$ cat config.mk
export PLATFORM = sky130hd
export DESIGN_NAME = uart_frame_parser
export DESIGN_NICKNAME = d
export VERILOG_FILES = /design/src/rtl/uart_pkg.sv /design/src/rtl/uart_commit_fifo.sv /design/src/rtl/uart_frame_parser.sv
export SDC_FILE = /design/constraint.sdc
export NUM_CORES = 1
export LEC_CHECK = 0
export CORE_MARGIN = 1
export CORE_UTILIZATION = 40
export DETAILED_ROUTE_END_ITERATION = 8
export MAX_ROUTING_LAYER = met4
export PLACE_DENSITY = 0.6
export SYNTH_ARGS = -nofsm -noshare
export SYNTH_HDL_FRONTEND = slang
export SYNTH_SLANG_ARGS = --single-unit
$ cat constraint.sdc
create_clock -name clk -period 7.6 [get_ports clk]
set_input_delay 0.76 -clock clk [delete_from_list [all_inputs] [get_ports clk]]
set_output_delay 0.76 -clock clk [all_outputs]
set_load 0.02 [all_outputs]
$ cat src/rtl/uart_pkg.sv
// Shared types for the UART frame parser: parser states, error causes and FIFO entry layout.
package uart_pkg;

   typedef enum logic [1:0] {
      ST_HUNT    = 2'd0,
      ST_LEN     = 2'd1,
      ST_PAYLOAD = 2'd2,
      ST_CHK     = 2'd3
   } parse_state_t;

   typedef enum logic [1:0] {
      ERR_BAD_LEN  = 2'd0,
      ERR_BAD_CHK  = 2'd1,
      ERR_OVERFLOW = 2'd2,
      ERR_TIMEOUT  = 2'd3
   } err_code_t;

   // Odd so the autobaud receiver upstream can time the start bit against bit 0.
   localparam logic [7:0] SYNC_DEFAULT = 8'h55;

   typedef struct packed {
      logic       last;
      logic [7:0] data;
   } entry_t;

endpackage

$ cat src/rtl/uart_commit_fifo.sv
// Payload FIFO with a speculative write pointer that is either committed or rewound per frame.
module uart_commit_fifo
   import uart_pkg::*;
#(
   parameter int DEPTH = 64
) (
   input  logic       clk,
   input  logic       reset,
   input  logic       wr_en,
   input  entry_t     wr_entry,
   input  logic       commit,
   input  logic       rewind,
   output logic       m_valid,
   output logic [7:0] m_data,
   output logic       m_last,
   input  logic       m_ready,
   output logic       full
);

   localparam int AW = $clog2(DEPTH);
   localparam logic [AW:0] DEPTH_P = (AW+1)'(DEPTH);

   logic [AW:0] wr_ptr;
   logic [AW:0] commit_ptr;
   logic [AW:0] rd_ptr;
   logic [AW:0] rd_next;
   logic        pop;
   entry_t      mem [DEPTH];
   entry_t      head;

   // The reader only ever sees committed entries, so speculative data stays hidden.
   assign m_valid = (rd_ptr != commit_ptr);
   assign pop     = m_valid & m_ready;
   assign rd_next = rd_ptr + {{AW{1'b0}}, pop};
   assign full    = ((wr_ptr - rd_next) == DEPTH_P);
   assign head    = mem[rd_ptr[AW-1:0]];
   assign m_data  = head.data;
   assign m_last  = head.last;

   always_ff @(posedge clk) begin
      if (!reset) begin
         wr_ptr     <= '0;
         commit_ptr <= '0;
         rd_ptr     <= '0;
      end else begin
         rd_ptr <= rd_next;
         if (rewind)
            wr_ptr <= commit_ptr;
         else if (wr_en)
            wr_ptr <= wr_ptr + {{AW{1'b0}}, 1'b1};
         if (commit)
            commit_ptr <= wr_ptr;
      end
   end

   always_ff @(posedge clk) begin
      if (wr_en)
         mem[wr_ptr[AW-1:0]] <= wr_entry;
   end

endmodule

$ cat src/rtl/uart_frame_parser.sv
// Deframes SYNC/LEN/payload/CHK byte streams and releases payload only after the checksum verifies.
module uart_frame_parser
   import uart_pkg::*;
#(
   parameter logic [7:0] SYNC_BYTE      = SYNC_DEFAULT,
   parameter int         MAX_LEN        = 32,
   parameter int         DEPTH          = 64,
   parameter int         TIMEOUT_CYCLES = 2000000
) (
   input  logic       clk,
   input  logic       reset,
   input  logic       rx_val,
   input  logic [7:0] rx_data,
   output logic       m_valid,
   output logic [7:0] m_data,
   output logic       m_last,
   input  logic       m_ready,
   output logic       frame_ok,
   output logic       frame_err,
   output logic [1:0] err_code
);

   localparam int TW = $clog2(TIMEOUT_CYCLES + 1);
   localparam logic [TW-1:0] TMO_LAST = TW'(TIMEOUT_CYCLES - 1);

   parse_state_t  state;
   logic          rx_val_q;
   logic [7:0]    len;
   logic [7:0]    cnt;
   logic [7:0]    chk_acc;
   logic [TW-1:0] tmo_cnt;

   logic   stb;
   logic   tmo_hit;
   logic   len_ok;
   logic   last_byte;
   logic   chk_match;
   logic   full;
   logic   wr_en;
   logic   ovf;
   logic   commit;
   logic   rewind;
   entry_t wr_entry;

   assign stb       = rx_val & ~rx_val_q;
   // A byte landing on the terminal count keeps the frame alive.
   assign tmo_hit   = (state != ST_HUNT) & ~stb & (tmo_cnt == TMO_LAST);
   assign len_ok    = (rx_data != 8'd0) && (rx_data <= 8'(MAX_LEN));
   assign last_byte = (cnt == len - 8'd1);
   assign chk_match = (rx_data == chk_acc);

   always_comb begin
      wr_en         = 1'b0;
      ovf           = 1'b0;
      commit        = 1'b0;
      rewind        = tmo_hit;
      wr_entry.last = last_byte;
      wr_entry.data = rx_data;
      if (stb && state == ST_PAYLOAD) begin
         wr_en = ~full;
         ovf   = full;
      end
      if (stb && state == ST_CHK) begin
         commit = chk_match;
         rewind = ~chk_match;
      end
      if (ovf)
         rewind = 1'b1;
   end

   always_ff @(posedge clk) begin
      if (!reset) begin
         state     <= ST_HUNT;
         rx_val_q  <= 1'b0;
         tmo_cnt   <= '0;
         frame_ok  <= 1'b0;
         frame_err <= 1'b0;
         err_code  <= ERR_BAD_LEN;
      end else begin
         rx_val_q  <= rx_val;
         frame_ok  <= 1'b0;
         frame_err <= 1'b0;
         if (state == ST_HUNT || stb || tmo_hit)
            tmo_cnt <= '0;
         else
            tmo_cnt <= tmo_cnt + TW'(1);

         if (tmo_hit) begin
            state     <= ST_HUNT;
            frame_err <= 1'b1;
            err_code  <= ERR_TIMEOUT;
         end else if (stb) begin
            unique case (state)
               ST_HUNT: begin
                  if (rx_data == SYNC_BYTE)
                     state <= ST_LEN;
               end
               ST_LEN: begin
                  if (len_ok) begin
                     len     <= rx_data;
                     chk_acc <= rx_data;
                     cnt     <= 8'd0;
                     state   <= ST_PAYLOAD;
                  end else begin
                     frame_err <= 1'b1;
                     err_code  <= ERR_BAD_LEN;
                     state     <= ST_HUNT;
                  end
               end
               ST_PAYLOAD: begin
                  if (full) begin
                     frame_err <= 1'b1;
                     err_code  <= ERR_OVERFLOW;
                     state     <= ST_HUNT;
                  end else begin
                     chk_acc <= chk_acc ^ rx_data;
                     cnt     <= cnt + 8'd1;
                     if (last_byte)
                        state <= ST_CHK;
                  end
               end
               ST_CHK: begin
                  if (chk_match) begin
                     frame_ok <= 1'b1;
                  end else begin
                     frame_err <= 1'b1;
                     err_code  <= ERR_BAD_CHK;
                  end
                  state <= ST_HUNT;
               end
               default: state <= ST_HUNT;
            endcase
         end
      end
   end

   uart_commit_fifo #(
      .DEPTH (DEPTH)
   ) u_fifo (
      .clk      (clk),
      .reset    (reset),
      .wr_en    (wr_en),
      .wr_entry (wr_entry),
      .commit   (commit),
      .rewind   (rewind),
      .m_valid  (m_valid),
      .m_data   (m_data),
      .m_last   (m_last),
      .m_ready  (m_ready),
      .full     (full)
   );

endmodule

==> summary.md, run 1 <==
| Metric | Value |
|---|---|
| Unrepaired setup endpoints after global routing | `no` |
| Yosys reg bits | `649` |
| Total CTS buffers | `67` |
| Syn Nets | `1491` |
| Clock Sink Count | `649` |
| Die W | `258 µm` |
| Hpwl dp | `38.4 mm` |
| DIE HEIGHT | `258 µm` |
| Final setup fails | `0` |
| Cells along the critical path | `xor2_1 -> nor4_1 -> nand4_1 -> and2_1 -> ha_1 -> ha_1 -> inv_1 -> ha_1 -> nor2b_1 -> o211a_1 -> o211a_1 -> or3_4 -> nand3_1 -> nand4_1 -> nor2_1` |
| Crit end category | `flip-flop` |
| Root buffer selected by CTS | `clkbuf_16` |
| Synth Flop Type | `edfxtp_1` |
| Mean number of vias per cell | `5.70` |
| Number of H-tree levels | `3` |
| R2r worst-path depth | `15` |
| Area contributors post-synth | `edfxtp_1, mux4_2, dfxtp_1` |
| HP Class | `reg2reg` |
| Synth Area in XOR/XNOR | `0.0225` |
| CTS clk-pin slew, worst paths | `0.06 ns` |
| Leak pwr | `8.86 nW` |
| Sequential-to-total area share from yosys stat | `0.723` |
| Fraction of the mapped netlist area in adder cells | `0.00619` |
| Bufs on Longest Clock Path | `3` |
| DRC errors left | `0` |
| Period utilization | `0.807` |
| Cts hold-fix bufs | `0` |
| Synth Area in Compound Gates | `0.0359` |
| Mapped Area | `26300 µm²` |
| Avg Inst Size Synth | `17.9 µm²` |
| Setup tns final | `0 ns` |
| Distinct cell type count after synthesis | `62` |
| Most frequent cells in the layout | `edfxtp_1, mux4_2, nor2_1, clkbuf_16, mux2i_1` |
| Measured slew at the worst slew-check pin | `1.10 ns` |
| Routed Antenna Nets | `0` |
| Startpoint type of the worst setup path | `flip-flop` |
| Critical Setup Path Class | `reg2reg` |
| Routability cong. | `0.843` |
| Slew margin rel. | `0.263` |
| EDFF count, synth | `600` |
| Arr. time, crit path | `6.36 ns` |
| CP max stage cell | `nor2_1` |
| Power Density | `241 nW/µm²` |
| Wire length per cell | `26.0 µm` |
| CTS tree | `built` |
| Top cell type's share of synthesized area | `0.685` |
| Pre-CTS WS | `1.55 ns` |
| Crit path max fanout | `13` |
| Max-cap violation count | `0` |
| Final Hold Fails | `0` |
| Worst skew pair latency | `0.61 ns` |
| # nets final | `1534` |
| Initial DRC Count | `1190` |
| Vias in the first global route | `13.8k` |
| Post-synthesis mux area share | `0.147` |
| Share of post-route cells with drive strength above 1 | `0.185` |
| Antenna Cells | `0` |
| Post-CTS sizing | `0` |
| Initial antenna violation count | `3` |
| Post-CTS Setup Inserts | `0` |
| Cells after Synth | `1466` |
| Asr flop ratio synth | `0` |
| Tmin final | `6.14 ns` |
| Final wirelength | `62.8 mm` |
| Core area | `64700 µm²` |
| Row count | `93` |
| F_max | `0.163 GHz` |
| Global-route usage over all layers | `0.197` |
| Largest family of logic cells by synthesized area | `multiplexers` |
| Hold_ws | `0.473 ns` |
| Yosys warns | `0` |
| Max-slew violations | `0` |
| Drt first pass iters | `5` |
| Initial Util | `0.406` |
| Total global routing overflow | `0` |
| R2R setup slack | `1.46 ns` |
| First-pass GRT wire length | `93.5 mm` |
| Setup Skew | `0.0213 ns` |
| IO buf count | `25` |
| CP Data Required Time | `7.83 ns` |
| Hold Crit Depth | `1` |
| Largest net degree at the start of global routing | `126` |
| Top cell by count, worst path | `ha_1` |
| Maximum VDD drop | `0.000174 V` |
| Simple logic cell fraction of the synthesized area | `0.0527` |
| Area leader, netlist | `edfxtp_1` |
| Final Worst Setup Slack | `1.46 ns` |
| Leading cell type in the layout, fill and taps excluded | `edfxtp_1` |
| Die area | `66800 µm²` |
| Boundary Pins | `26` |
| CP peak stage delay | `0.96 ns` |
| Outcome | `complete, no violations` |
| Synth-to-layout area growth | `12.5%` |
| DR vias | `13.8k` |
[state kept, by name (all words and copies together), names as in the netlist, 7 cells and up]
signal,count
u_fifo.mem,576
tmo_cnt,21
chk_acc,8
cnt,8
len,8
u_fifo.commit_ptr,7
u_fifo.rd_ptr,7
u_fifo.wr_ptr,7
[cells by family (layout without fill, tap and decap cells)]
group / Yosys count / count (layout)
AOI/OAI and AO/OA: 150 / 150
xor gates and xnor gates: 66 / 66
adders and majority gates: 13 / 13
buffers and inverters: 85 / 177
DFF: 649 / 649
muxes: 216 / 216
and+or+nand+nor: 287 / 287
[power by group]
part	total [W]	internal (W)	switching (W)
registers	0.00389	0.00389	0.000000151
clock network	0.00316	0.00179	0.00137
logic	0.0000825	0.0000113	0.0000711
total	0.00713	0.00569	0.00144
[cells in the mapped netlist (8+ instances only)]
| cell | count |
|---|---|
| nand3_1 | 21 |
| edfxtp_1 | 600 |
| nand4_1 | 15 |
| ha_1 | 13 |
| nor2b_1 | 8 |
| clkbuf_1 | 41 |
| nor2_1 | 119 |
| xor2_1 | 40 |
| mux4_2 | 135 |
| mux2_2 | 18 |
| nor4_1 | 9 |
| mux2i_1 | 63 |
| buf_1 | 22 |
| a21oi_1 | 51 |
| inv_1 | 9 |
| o221ai_1 | 18 |
| dfxtp_1 | 49 |
| buf_2 | 10 |
| xnor2_1 | 25 |
| and3_1 | 11 |
| o22ai_1 | 18 |
| o21ai_0 | 32 |
| nand2_1 | 53 |
[metal layers]
metal	GRT usage	part of all wire	routed length, µm
met1	0.274	0.44	27500
met2	0.300	0.48	29800
met3	0.0356	0.064	4020
met4	0.0523	0.022	1410
met5	-	0	0
[stage by stage]
step / area (µm²) / utilization / cells / total power, W
3_3_place_gp: 27500 / 0.425 / 2295 / 0.00405
3_5_place_dp: 27500 / 0.425 / 2295 / 0.00405
5_1_grt: 29600 / 0.457 / 2413 / 0.00732
6_report: 29600 / 0.457 / 2413 / 0.00713
4_1_cts: 29600 / 0.457 / 2413 / 0.00718
2_1_floorplan: 26300 / - / 1466 / 0.00398
[area by class of cell]
class	instances	area [µm²]
multi-input combinational	732	6970
tap	855	1070
clock inverter	30	332
clock buffer	88	1760
sequential	649	19000
fill	5529	35100
inverter	10	37.5
timing repair buffer	49	403
[path summary, 6_finish.rpt]
kind                                                   from                           to
worst max-delay path            u_fifo.rd_ptr[5]$_SDFF_PN0_  u_fifo.mem[43][6]$_DFFE_PP_
worst min-delay path                  tmo_cnt[0]$_SDFF_PP0_        tmo_cnt[0]$_SDFF_PP0_
worst max register to register  u_fifo.rd_ptr[5]$_SDFF_PN0_  u_fifo.mem[43][6]$_DFFE_PP_
worst min register to register        tmo_cnt[0]$_SDFF_PP0_        tmo_cnt[0]$_SDFF_PP0_
[worst max-delay path, delay by kind of cell, from the launching register on]
kind	cells	cell delay (ns)
AO/OA/AOI/OAI	2	0.46
XOR/XNOR	1	0.15
adder cells (fa/ha/maj)	3	0.83
buffers and inverters	1	0.06
flip-flops	1	0.78
AND/OR/NAND/NOR	8	3.45
No activity file was read; power rests on OpenSTA's default activity.
==> inputs of run 2 (changes only) <==
==> constraint.sdc (replaced) <==
create_clock -name clk -period 6.4 [get_ports clk]
set_input_delay 0.64 -clock clk [delete_from_list [all_inputs] [get_ports clk]]
set_output_delay 0.64 -clock clk [all_outputs]
set_load 0.02 [all_outputs]
==> summary.md, run 2 (synthesized netlist as in run 1, its figures left out) <==
| Metric | Value |
|---|---|
| Arr. time, crit path | `4.71 ns (-1.65 ns)` |
| Die area | `66800 µm² (unchanged)` |
| CP max stage cell | `buf_4` |
| Gate power share | `0.011 (about the same)` |
| Clock power frac | `0.443 (about the same)` |
| CP Data Required Time | `5.76 ns (-2.07 ns)` |
| Crit end category | `output port` |
| Psw | `0.00169 W (+17%)` |
| CTS clk-pin slew, worst paths | `0.06 ns (about the same)` |
| Row count | `93 (unchanged)` |
| Core area | `64700 µm² (unchanged)` |
| F_max | `0.187 GHz` |
| M3 GR Usage | `0.0417 (+0.00606)` |
| Cts hold-fix bufs | `0 (unchanged)` |
| Sw Ratio | `0.200 (-0.00237)` |
| HP Class | `reg2reg` |
| CTS tree | `built` |
| Leak pwr | `9.09 nW (+2.6%)` |
| Routability cong. | `0.861 (+2.1%)` |
| Outcome | `complete, no violations` |
| Total global routing overflow | `0 (unchanged)` |
| Number of flip-flops in the largest register | `576 (unchanged)` |
| Met1 usage | `0.261 (-0.0135)` |
| Cells along the critical path | `buf_4 -> buf_4 -> mux4_2 -> mux4_2 -> mux4_2 -> clkdlybuf4s50_1` |
| Initial antenna violation count | `2 (-1)` |
| Share of post-route cells with drive strength above 1 | `0.208 (+0.0228)` |
| Buf/Inv on CP | `3 (+2)` |
| Boundary Pins | `26 (unchanged)` |
| Critical path's top delay family | `buffers and inverters` |
| IO buf count | `25 (unchanged)` |
| Wire length per cell | `25.1 µm (-3.6%)` |
| Largest net degree at the start of global routing | `117 (-7.1%)` |
| DIE HEIGHT | `258 µm (unchanged)` |
| Crit path max fanout | `66 (+53)` |
| Global-route usage over all layers | `0.195 (-0.00225)` |
| Initial DRC Count | `1438 (+21%)` |
| Final setup fails | `0 (unchanged)` |
| Final wirelength | `61.8 mm (-1.6%)` |
| Leading cell type in the layout, fill and taps excluded | `edfxtp_1` |
| Antenna Cells | `0 (unchanged)` |
| Most frequent cells in the layout | `edfxtp_1, mux4_2, nor2_1, buf_4, clkbuf_16` |
| Slew margin rel. | `0.292 (+0.0291)` |
| Final core occ | `0.463 (+0.00543)` |
| Die W | `258 µm (unchanged)` |
| Setup tns final | `0 ns (unchanged)` |
| Post-CTS sizing | `0 (unchanged)` |
| Worst skew pair latency | `0.61 ns (about the same)` |
| Root buffer selected by CTS | `clkbuf_16` |
| Tmin final | `5.35 ns` |
| Top cell by count, worst path | `mux4_2` |
| GR Layer Usage met2 | `0.297 (-0.00283)` |
| Clock Sink Count | `649 (unchanged)` |
| DR vias | `13.8k (+0.36%)` |
| # nets final | `1583 (+3.2%)` |
| Vias in the first global route | `13.9k (+0.49%)` |
| Post-CTS Setup Inserts | `0 (unchanged)` |
| Flop pwr share | `0.546 (about the same)` |
| Synth-to-layout area growth | `13.8%` |
| Setup Skew | `0.0203 ns (-0.000952 ns)` |
| Internal | `0.00676 W (+19%)` |
| Max-slew violations | `0 (unchanged)` |
| Maximum VDD drop | `0.000216 V (+24%)` |
| Total CTS buffers | `68 (+1.5%)` |
| CP peak stage delay | `0.88 ns (-0.08 ns)` |
| Bufs on Longest Clock Path | `3 (unchanged)` |
| Max-cap violation count | `0 (unchanged)` |
| Mean number of vias per cell | `5.61 (-1.7%)` |
| Hpwl dp | `38.1 mm (-0.78%)` |
| Critical Setup Path Class | `reg2out` |
| Routed Antenna Nets | `0 (unchanged)` |
| Measured slew at the worst slew-check pin | `1.06 ns (-0.0396 ns)` |
| Gr busiest metal | `met2` |
| Unrepaired setup endpoints after global routing | `no` |
| Number of H-tree levels | `3 (unchanged)` |
| First-pass GRT wire length | `92.2 mm (-1.3%)` |
| Final Hold Fails | `0 (unchanged)` |
| Period utilization | `0.835` |
| DRC errors left | `0 (unchanged)` |
| Initial Util | `0.406 (unchanged)` |
| Startpoint type of the worst setup path | `flip-flop` |
| Power Density | `282 nW/µm² (+17%)` |
| Drt first pass iters | `5 (unchanged)` |
## run 2: cell types whose count changed in the layout (fill, tap and decap cells not counted), moves of 4 or more
| cell | delta |
|---|---|
| clkbuf_1 | -4 |
| clkinv_1 | +8 |
| buf_4 | +48 |
| clkinv_8 | -5 |
| clkinvlp_4 | +6 |
| clkinv_2 | -6 |
## run 2: area by class of cell
cell class / count / area [µm²]
fillers: 5557 / 34800
flip-flops and latches: 649 / 19000
multi-input cells: 732 / 6970
clock buffers: 87 / 1820
well taps: 855 / 1070
repair buffers: 97 / 763
clock inverters: 33 / 263
inverters: 10 / 37.5
## run 2: final timing paths
| check | start | end | slack [ns] | cells after the start |
|---|---|---|---|---|
| worst max register to register | u_fifo.commit_ptr[5]$_SDFFE_PN0P_ | u_fifo.mem[63][4]$_DFFE_PP_ | 1.20 | 16 |
| worst max-delay path | u_fifo.rd_ptr[1]$_SDFF_PN0_ | m_data[6] | 1.05 | 6 |
| worst min register to register | tmo_cnt[0]$_SDFF_PP0_ | tmo_cnt[0]$_SDFF_PP0_ | 0.47 | 1 |
| worst min-delay path | tmo_cnt[0]$_SDFF_PP0_ | tmo_cnt[0]$_SDFF_PP0_ | 0.47 | 1 |
## run 2: worst reg2reg max path: stages (launching register included)
cell and delay (ns):
dfxtp_1 0.34, xor2_1 0.17, nor4_1 0.43, nand4_1 0.17
and2_1 0.19, ha_1 0.23, ha_1 0.30, inv_1 0.06
ha_1 0.32, nor2b_1 0.14, o211a_1 0.23, o211a_1 0.24
or3_4 0.39, nand3_1 0.09, buf_4 0.19, nand2b_1 0.48
nor2_1 0.84
## run 2: metrics by stage
stage / instances / hold WS, ns / instance area [µm²] / setup slack [ns] / total power (W)
global route: 2463 / 0.481 / 29900 / 0.902 / 0.00868
detailed placement: 2343 / 0.466 / 27800 / 1.24 / 0.00480
global placement: 2343 / 0.451 / 27800 / 1.33 / 0.00480
CTS: 2463 / 0.479 / 29900 / 1.03 / 0.00852
floorplan: 1466 / 0.430 / 26300 / 0.772 / 0.00472
finish: 2463 / 0.474 / 29900 / 1.05 / 0.00845
## run 2: routing by layer
| metal | wire (µm) | share of wire |
|---|---|---|
| met5 | 0 | 0 |
| met4 | 1880 | 0.030 |
| met3 | 3800 | 0.061 |
| met2 | 29600 | 0.48 |
| met1 | 26500 | 0.43 |
## run 2: power groups by stage
| stage | sequential [W] | combinational, W | clock, W |
|---|---|---|---|
| 2_1_floorplan | 0.00471 | 0.0000110 | 0 |
| 3_3_place_gp | 0.00471 | 0.0000917 | 0 |
| 3_5_place_dp | 0.00471 | 0.0000951 | 0 |
| 4_1_cts | 0.00462 | 0.0000948 | 0.00381 |
| 5_1_grt | 0.00462 | 0.0000997 | 0.00397 |
| 6_report | 0.00462 | 0.0000925 | 0.00374 |
==> inputs of run 3 (changes only) <==
--- a/config.mk
+++ b/config.mk
@@ -9,7 +9,7 @@
 export CORE_UTILIZATION = 40
 export DETAILED_ROUTE_END_ITERATION = 8
 export MAX_ROUTING_LAYER = met4
-export PLACE_DENSITY = 0.6
+export PLACE_DENSITY = 0.62
 export SYNTH_ARGS = -nofsm -noshare
 export SYNTH_HDL_FRONTEND = slang
 export SYNTH_SLANG_ARGS = --single-unit
==> constraint.sdc (replaced) <==
create_clock -name clk -period 4.7 [get_ports clk]
set_input_delay 0.47 -clock clk [delete_from_list [all_inputs] [get_ports clk]]
set_output_delay 0.47 -clock clk [all_outputs]
set_load 0.02 [all_outputs]
==> summary.md, run 3 (synthesized netlist as in run 1, its figures left out) <==
| Metric | Value |
|---|---|
| Final Worst Setup Slack | `0.00541 ns (-1.05 ns)` |
| Hpwl dp | `38.2 mm (+0.22%)` |
| Routability cong. | `0.816 (-5.1%)` |
| CP Data Required Time | `4.92 ns (-0.84 ns)` |
| Total global routing overflow | `0 (unchanged)` |
| Final Hold Fails | `0 (unchanged)` |
| Final setup fails | `0 (unchanged)` |
| Initial Util | `0.406 (unchanged)` |
| Number of H-tree levels | `3 (unchanged)` |
| Global-route usage over all layers | `0.193 (-0.00159)` |
| Most frequent cells in the layout | `edfxtp_1, mux4_2, nor2_1, clkbuf_16, mux2i_1` |
| Tmin final | `4.69 ns` |
| # nets final | `1559 (-1.5%)` |
| Critical Setup Path Class | `reg2reg` |
| Hold_ws | `0.202 ns (-0.272 ns)` |
| Boundary Pins | `26 (unchanged)` |
| Unrepaired setup endpoints after global routing | `yes` |
| DRC errors left | `0 (unchanged)` |
| Setup Skew | `0.0219 ns (+0.00154 ns)` |
| Mean number of vias per cell | `5.65 (+0.84%)` |
| Pre-CTS WS | `0.0131 ns (-1.23 ns)` |
| Fillers | `5496 (-1.1%)` |
| Max-cap violation count | `0 (unchanged)` |
| Leak pwr | `8.97 nW (-1.3%)` |
| Routed Antenna Nets | `0 (unchanged)` |
| Drt first pass iters | `5 (unchanged)` |
| Die W | `258 µm (unchanged)` |
| Total CTS buffers | `66 (-2.9%)` |
| Max-slew violations | `0 (unchanged)` |
| Worst skew pair latency | `0.61 ns (about the same)` |
| Slew margin rel. | `0.383 (+0.0917)` |
| Final core occ | `0.466 (+0.00298)` |
| Die area | `66800 µm² (unchanged)` |
| Core area | `64700 µm² (unchanged)` |
| F_max | `0.213 GHz` |
| Leading cell type in the layout, fill and taps excluded | `edfxtp_1` |
| Synth-to-layout area growth | `14.6%` |
| DIE HEIGHT | `258 µm (unchanged)` |
| First-pass GRT wire length | `91.6 mm (-0.73%)` |
| Initial DRC Count | `1493 (+3.8%)` |
| Final wirelength | `62.1 mm (+0.45%)` |
| HP Class | `in2reg` |
| Wire length per cell | `25.5 µm (+1.5%)` |
| Maximum VDD drop | `0.000332 V (+53%)` |
| Initial antenna violation count | `4 (+2)` |
| DR vias | `13.8k (-0.22%)` |
| Clock Sink Count | `649 (unchanged)` |
| CTS tree | `built` |
| Number of flip-flops in the largest register | `576 (unchanged)` |
| Measured slew at the worst slew-check pin | `0.921 ns (-0.141 ns)` |
| Share of post-route cells with drive strength above 1 | `0.237 (+0.0290)` |
| Row count | `93 (unchanged)` |
| Vias in the first global route | `13.8k (-0.69%)` |
| Power Density | `375 nW/µm² (+33%)` |
| IO buf count | `25 (unchanged)` |
| Arr. time, crit path | `4.91 ns (+0.20 ns)` |
| Outcome | `complete, no violations` |
| Crit end category | `flip-flop` |
| Crit path max fanout | `9 (-86%)` |
| Bufs on Longest Clock Path | `3 (unchanged)` |
| Period utilization | `0.999` |
| Startpoint type of the worst setup path | `flip-flop` |
| Largest net degree at the start of global routing | `93 (-21%)` |
| Root buffer selected by CTS | `clkbuf_16` |
| CTS clk-pin slew, worst paths | `0.06 ns (about the same)` |
[run 3: layer usage]
layer	global-route usage	up-vias	routed length, µm
met5	-	-	0
met4	0.0620	0	1830
met3	0.0416	98	3900
met2	0.296	454	29800
met1	0.258	7191	26500
li1	-	6033	-
[run 3: final cells by class]
type                            instances  area [µm²]  share of cell area
Antenna cell                            2        5.00            0.000166
Clock buffer                           82        1760              0.0586
Clock inverter                         32         223             0.00739
Inverter                               10        37.5             0.00125
Multi-Input combinational cell        732        7320               0.243
Sequential cell                       649       19000               0.631
Tap cell                              855        1070              0.0355
Timing Repair Buffer                   75         691              0.0229
[run 3: path summary, 6_finish.rpt]
| kind | startpoint | endpoint | slack (ns) | cells past startpoint |
|---|---|---|---|---|
| worst max-delay path | u_fifo.commit_ptr[4]$_SDFFE_PN0P_ | u_fifo.mem[60][2]$_DFFE_PP_ | 0.005 | 18 |
| worst min-delay path | rx_data[6] | len[6]$_DFFE_PP_ | 0.20 | 1 |
| worst max register to register | u_fifo.commit_ptr[4]$_SDFFE_PN0P_ | u_fifo.mem[60][2]$_DFFE_PP_ | 0.005 | 18 |
| worst min register to register | tmo_cnt[0]$_SDFF_PP0_ | tmo_cnt[0]$_SDFF_PP0_ | 0.47 | 1 |
[run 3: through the flow]
| step | power (W) | setup TNS [ns] | cells | cell area, µm² |
|---|---|---|---|---|
| 5_1_grt | 0.0116 | -19.57 | 2436 | 30100 |
| 2_1_floorplan | 0.00643 | -4.98 | 1466 | 26500 |
| 3_3_place_gp | 0.00654 | 0 | 2319 | 27800 |
| 4_1_cts | 0.0114 | -0.0148 | 2434 | 29900 |
| 6_report | 0.0113 | 0 | 2437 | 30100 |
| 3_5_place_dp | 0.00654 | 0 | 2319 | 27800 |
[run 3: critical path: stages, from the launching register on]
cell,delay (ns)
dfxtp_1,0.33
xor2_1,0.18
nor4_1,0.32
nand4_1,0.19
and2_1,0.19
ha_2,0.20
ha_4,0.18
xnor2_2,0.15
ha_1,0.37
a21oi_1,0.30
a21boi_0,0.14
o2111ai_1,0.26
a211oi_1,0.11
buf_4,0.16
nand3_4,0.10
buf_12,0.12
nand3_1,0.07
buf_4,0.23
nor2_1,0.72
[run 3: what timing repair did]
item                       in CTS  in global routing
pin swaps                       0                  1
setup buffers                   0                  1
setup endpoints to repair      22                601
cloned                          1                  0
gates resized for setup         6                 71
hold buffers                    0                  0
[run 3: power breakdown]
group / internal (W) / switching [W]
Clock: 0.00273 / 0.00216
Combinational: 0.0000167 / 0.000107
Sequential: 0.00629 / 0.000000246
